--- src/rtl/ogpu_quad_store_arbiter.sv ---
// Round-robin arbiter that merges NUM_CH raster quad streams into a shared FIFO
// and drains it to software over a 4-phase req/ack PIO handshake.
module ogpu_quad_store_arbiter #(
   parameter int NUM_CH     = 4,
   parameter int PIO_W      = 32,
   parameter int FIFO_DEPTH = 16,
   parameter int CNT_W      = 32,
   localparam int ID_W      = (NUM_CH > 1) ? $clog2(NUM_CH) : 1,
   localparam int LVL_W     = $clog2(FIFO_DEPTH) + 1
) (
   input  logic                      clk_clk,
   input  logic                      reset_reset_n,
   input  logic [NUM_CH-1:0]         ch_valid,
   output logic [NUM_CH-1:0]         ch_ready,
   input  logic [NUM_CH*2*PIO_W-1:0] ch_data,
   input  logic                      flush,
   output logic                      store_req,
   input  logic                      store_ack,
   output logic [PIO_W-1:0]          store_data_high,
   output logic [PIO_W-1:0]          store_data_low,
   output logic [ID_W-1:0]           store_ch_id,
   output logic [LVL_W-1:0]          fifo_level,
   output logic [CNT_W-1:0]          quad_count
);

   localparam int QW = 2 * PIO_W;
   localparam int AW = $clog2(FIFO_DEPTH);
   localparam int EW = ID_W + QW;

   typedef enum logic [1:0] {
      ST_IDLE     = 2'd0,
      ST_REQ      = 2'd1,
      ST_WAIT_LOW = 2'd2
   } state_t;

   state_t            state_r, state_next_s;
   logic [EW-1:0]     mem_r [FIFO_DEPTH];
   logic [AW-1:0]     wr_ptr_r, rd_ptr_r;
   logic [LVL_W-1:0]  count_r;
   logic [ID_W-1:0]   rr_ptr_r, grant_id_s, idx_s;
   logic [NUM_CH-1:0] grant_s;
   logic              grant_vld_s, full_s, push_s, pop_s, ack_done_s;
   logic [QW-1:0]     push_data_s;
   logic [QW-1:0]     ch_quad_s [NUM_CH];
   logic [EW-1:0]     head_s;
   logic              store_req_r;
   logic [PIO_W-1:0]  data_high_r, data_low_r;
   logic [ID_W-1:0]   ch_id_r;
   logic [CNT_W-1:0]  quad_count_r;

   for (genvar g = 0; g < NUM_CH; g++) begin : g_split
      assign ch_quad_s[g] = ch_data[g*QW +: QW];
   end

   // First valid channel at or above the RR pointer, wrapping.
   always_comb begin
      grant_s     = '0;
      grant_id_s  = '0;
      grant_vld_s = 1'b0;
      push_data_s = '0;
      idx_s       = '0;
      for (int k = 0; k < NUM_CH; k++) begin
         idx_s = ID_W'((int'(rr_ptr_r) + k) % NUM_CH);
         if (!grant_vld_s && ch_valid[idx_s]) begin
            grant_s[idx_s] = 1'b1;
            grant_id_s     = idx_s;
            push_data_s    = ch_quad_s[idx_s];
            grant_vld_s    = 1'b1;
         end else begin
            grant_vld_s = grant_vld_s;
         end
      end
   end

   // Fullness uses the registered count only, so a same-cycle pop never frees a slot early.
   assign full_s   = (count_r == LVL_W'(FIFO_DEPTH));
   assign push_s   = grant_vld_s & ~full_s & ~flush;
   assign pop_s    = (state_r == ST_IDLE) & (count_r != '0) & ~flush;
   assign ch_ready = grant_s & {NUM_CH{~full_s & ~flush}};
   assign head_s   = mem_r[rd_ptr_r];

   // Egress handshake next-state.
   always_comb begin
      state_next_s = state_r;
      ack_done_s   = 1'b0;
      case (state_r)
         ST_IDLE: begin
            if (pop_s) state_next_s = ST_REQ;
            else       state_next_s = ST_IDLE;
         end
         ST_REQ: begin
            if (store_ack) begin
               state_next_s = ST_WAIT_LOW;
               ack_done_s   = 1'b1;
            end else begin
               state_next_s = ST_REQ;
            end
         end
         ST_WAIT_LOW: begin
            if (!store_ack) state_next_s = ST_IDLE;
            else            state_next_s = ST_WAIT_LOW;
         end
         default: state_next_s = ST_IDLE;
      endcase
   end

   // FIFO storage.
   always_ff @(posedge clk_clk or negedge reset_reset_n) begin
      if (!reset_reset_n) begin
         for (int i = 0; i < FIFO_DEPTH; i++) mem_r[i] <= '0;
      end else if (push_s) begin
         mem_r[wr_ptr_r] <= {grant_id_s, push_data_s};
      end
   end

   // FIFO pointers and occupancy; flush empties the queue without touching egress.
   always_ff @(posedge clk_clk or negedge reset_reset_n) begin
      if (!reset_reset_n) begin
         wr_ptr_r <= '0;
         rd_ptr_r <= '0;
         count_r  <= '0;
      end else if (flush) begin
         wr_ptr_r <= '0;
         rd_ptr_r <= '0;
         count_r  <= '0;
      end else begin
         if (push_s) wr_ptr_r <= wr_ptr_r + AW'(1);
         if (pop_s)  rd_ptr_r <= rd_ptr_r + AW'(1);
         case ({push_s, pop_s})
            2'b10:   count_r <= count_r + LVL_W'(1);
            2'b01:   count_r <= count_r - LVL_W'(1);
            default: count_r <= count_r;
         endcase
      end
   end

   // Round-robin pointer moves past the channel just served.
   always_ff @(posedge clk_clk or negedge reset_reset_n) begin
      if (!reset_reset_n) begin
         rr_ptr_r <= '0;
      end else if (push_s) begin
         rr_ptr_r <= (grant_id_s == ID_W'(NUM_CH - 1)) ? '0 : grant_id_s + ID_W'(1);
      end
   end

   // Handshake state and registered software-facing outputs.
   always_ff @(posedge clk_clk or negedge reset_reset_n) begin
      if (!reset_reset_n) begin
         state_r      <= ST_IDLE;
         store_req_r  <= 1'b0;
         data_high_r  <= '0;
         data_low_r   <= '0;
         ch_id_r      <= '0;
         quad_count_r <= '0;
      end else begin
         state_r     <= state_next_s;
         store_req_r <= (state_next_s == ST_REQ);
         if (pop_s) begin
            data_high_r <= head_s[QW-1:PIO_W];
            data_low_r  <= head_s[PIO_W-1:0];
            ch_id_r     <= head_s[EW-1:QW];
         end
         if (ack_done_s) quad_count_r <= quad_count_r + CNT_W'(1);
      end
   end

   assign store_req       = store_req_r;
   assign store_data_high = data_high_r;
   assign store_data_low  = data_low_r;
   assign store_ch_id     = ch_id_r;
   assign fifo_level      = count_r;
   assign quad_count      = quad_count_r;

endmodule

--- config.mk ---
export PLATFORM = sky130hd
export DESIGN_NAME = ogpu_quad_store_arbiter
export DESIGN_NICKNAME = d
export VERILOG_FILES = /design/src/rtl/ogpu_quad_store_arbiter.sv
export SDC_FILE = /design/constraint.sdc
export NUM_CORES = 2
export LEC_CHECK = 0
export CORE_MARGIN = 2
export CORE_UTILIZATION = 31
export DETAILED_ROUTE_END_ITERATION = 10
export MAX_ROUTING_LAYER = met4
export SLEW_MARGIN = 5
export SYNTH_ARGS = -nofsm -noshare
export SYNTH_HDL_FRONTEND = slang
export SYNTH_SLANG_ARGS = --single-unit
--- constraint.sdc ---
create_clock -name clk_clk -period 4.5 [get_ports clk_clk]
set_input_delay 1.35 -clock clk_clk [delete_from_list [all_inputs] [get_ports clk_clk]]
set_output_delay 1.35 -clock clk_clk [all_outputs]
set_load 0.02 [all_outputs]
==> qor.yml <==
clocking:
  htree_num_levels: 4
  clockBufferDepth: 3
  clock_latency_ps: 800
  cts_tree: "built"
  path_clk_slew_ps: 60
  cts_made_buffers: 133
  clock-root-buffer: "clkbuf_16"
  clock-sinks: 1172
global_route:
  first_global_vias: 46614
  antenna_found_initial: 4
  grt_overflow: 0
  grt_max_degree: 120
  grt_pass1_wl_mm: 294
  grt.total_usage_pct: 19.0
critical_path:
  path_delay_family: "multiplexers"
  cp_slowest_cell: "mux4_4"
  arrival_ps: 3120
  worst-path-buf-inv: 3
  worstSetupPathType: "input pin to output pin"
  startpoint_type: "input pin"
  crit_path_end_kind: "output pin"
  cp.depth: 7
  critPathRequiredTime_ps: 3150
  cp_cell_sequence: "clkdlybuf4s15_1, mux4_4, buf_6, a221o_1, o21ai_1, a21oi_2, buf_4"
  slowest_delay_ps: 670
  cp_max_fo: 6
  r2r_slack_ps: 770
  worst_r2r_path_depth: 12
synthesis:
  yosys_most_used_dff: "dfrtp_1"
  synth_edf_count: 0
  yosys_warnings: 0
  synth.distinct_cells: 57
  synth_top_cells_by_count: "dfrtp_1 (1172), nor2_1 (1145), a31oi_1 (544)"
  yosys.area.top_type: "dfrtp_1"
  seq_area_frac_synth_pct: 46.8
  synth_nets: 5560
  synth.most_common_cell: "dfrtp_1"
  avgSynthCellArea_um2: 11.9
  netlist_top_cells_area: "dfrtp_1 (47%), mux4_2 (17%), a31oi_2 (9.6%)"
  synth-seq-cells: 1172
  synth_top_area_share_pct: 46.8
  async_flop_share_pct: 100
  synth_area_um2: 62600
  syn_inst: 5281
timing:
  skew_ps: 56.5
  fin_crit_sh_pct: 99.3
  post-route-min-period_ps: 4470
  tightestPinTransition_ps: 1010
  rsz0062_at_grt: "yes"
  hold_violations: 0
  fmax_mhz: 224
  postLayoutSetupSlackWorst_ps: 32.3
  slew_headroom_pct: 32.5
  report.final.slew_viol_count: 0
  setup_viol: 0
final_layout:
  nets: 5799
  layout-drive-gt1-share_pct: 29.2
  final_core_util_pct: 37.7
  area_growth_pct: 20.7
  layout.filler_cells: 19225
die:
  ios: 372
  start_util_pct: 31.3
  die_area_um2: 206000
  coreArea_um2: 200000
  die_h_um: 453
  rows: 164
  die_w_um: 453
power:
  p_int_uw: 31700
  power_leakage_uw: 0.0293
  clockPowerShare_pct: 20.0
  switching_share_pct: 40.6
  ir_drop_v: 0.000568
  combPwrFrac_pct: 52.4
  power_frac_seq_pct: 27.6
  power_density_nw_per_um2: 706
  p_switching_uw: 21700
place:
  dpl.hpwl_mm: 122
  gp_congestion: 0.815
  post-place-ws_ps: -636
  portBuffers: 371
route:
  vias_per_cell: 5.49
  drtAntennaViolNets: 0
  drcViolationCount: 0
  wl_per_cell_um: 23.1
  firstDrtPassIters: 5
  drtIter0Drc: 3676
  wl_mm: 191
  vias: 45414
job:
  maxCapViolCount: 0
min_path:
  min_path_type: "flip-flop to flip-flop"
  holdPathStages: 1
run_status:
  outcome: "complete, no violations"
layout by cell type (no fill, tap or decap), types with 16 or more instances in the layout:
cell                n
xnor2_1            28
mux2i_1            68
buf_12            147
o21ai_1            65
a31oi_1           544
clkbuf_16         133
buf_4             172
a221o_1            67
a31oi_2           480
nor2_1           1145
clkinv_2           16
clkdlybuf4s50_1   362
mux2_2            131
a21oi_1            39
dfrtp_1          1166
clkbuf_8           18
nand2_1           208
o211ai_1           67
o21ai_0            66
clkbuf_1           37
and3_4             16
mux4_2            459
registers in the layout (all words and copies together), names as in the netlist, named ones only:
signal	flops
store_data_low	32
fifo_level	5
store_data_high	32
quad_count	32
rr_ptr_r	1
rd_ptr_r	4
wr_ptr_r	4
store_ch_id	2
mem_r	1056
state_r	2
store_req	1
power groups by stage:
stage	clock (µW)	sequential [µW]	combinational, µW
4_1_cts	10900	14800	28100
5_1_grt	11400	15100	29800
2_1_floorplan	0	14800	18100
6_report	10700	14700	28000
3_5_place_dp	0	14900	28000
3_3_place_gp	0	14800	27600
worst reg2reg max path: stages (launching register included):
cell and delay (ps):
dfrtp_4 510, inv_4 70, ha_4 200, buf_4 180, nor3_1 350, nand3_1 180
a21oi_4 270, buf_4 160, buf_4 300, buf_4 630, o21ai_1 300, buf_4 250
a31oi_1 220
worst paths after layout:
check	endpoint	from
max	ch_ready[2]	ch_valid[1]
min	quad_count[31]	quad_count[31]
max reg2reg	mem_r[69]	rr_ptr_r[1]
min reg2reg	quad_count[31]	quad_count[31]
max in group asynchronous	mem_r[911]	reset_reset_n
min in group asynchronous	mem_r[812]	reset_reset_n
what timing repair did:
action                     in CTS  in global routing
buffers inserted                6                  2
gates resized for setup        35                 18
setup endpoints to repair       4                  4
pin swaps                       3                  6
hold buffers                    0                  0
routing by layer:
metal / vias up / part of all wire [%] / track usage (%)
li1: 20339 / - / -
met2: 1209 / 51 / 32.3
met5: - / 0 / -
met3: 299 / 4.3 / 2.38
met1: 23567 / 41 / 23.3
met4: 0 / 3.3 / 6.31
logic make-up (layout without fill, tap and decap cells):
family / after synthesis / in the layout / share of synthesized area (%)
mux: 660 / 660 / 20.0
other cells: 0 / 3 / 0
buf+inv: 598 / 931 / 4.62
fa+ha+maj: 15 / 15 / 0.312
flops: 1172 / 1172 / 46.8
simple gates: 1436 / 1436 / 9.00
compound gates: 1359 / 1359 / 18.6
xor+xnor: 41 / 41 / 0.574
layout make-up:
cell class / instances / area, µm² / share of cell area [%]
antenna: 3 / 7.51 / 0.00993
clock buffer: 188 / 3710 / 4.91
clock inverter: 41 / 599 / 0.793
inverter: 10 / 40.0 / 0.0530
multi-input combinational: 3511 / 30600 / 40.4
sequential: 1172 / 29400 / 38.8
tap: 2656 / 3320 / 4.40
timing repair buffer: 692 / 7990 / 10.6
metrics by stage:
| stage | TNS [ps] | area, µm² | instances | hold slack [ps] | power [µW] |
|---|---|---|---|---|---|
| finish | 0 | 75600 | 8273 | 468 | 53400 |
| global route | -14.5 | 75600 | 8272 | 483 | 56300 |
| CTS | 0 | 75500 | 8268 | 474 | 53800 |
| detailed placement | -69440 | 71200 | 8033 | 466 | 42900 |
| global placement | -45820 | 71200 | 8033 | 460 | 42400 |
| floorplan | 0 | 62600 | 5281 | 490 | 32900 |
Note: power is estimated with default switching activity, not from simulation.
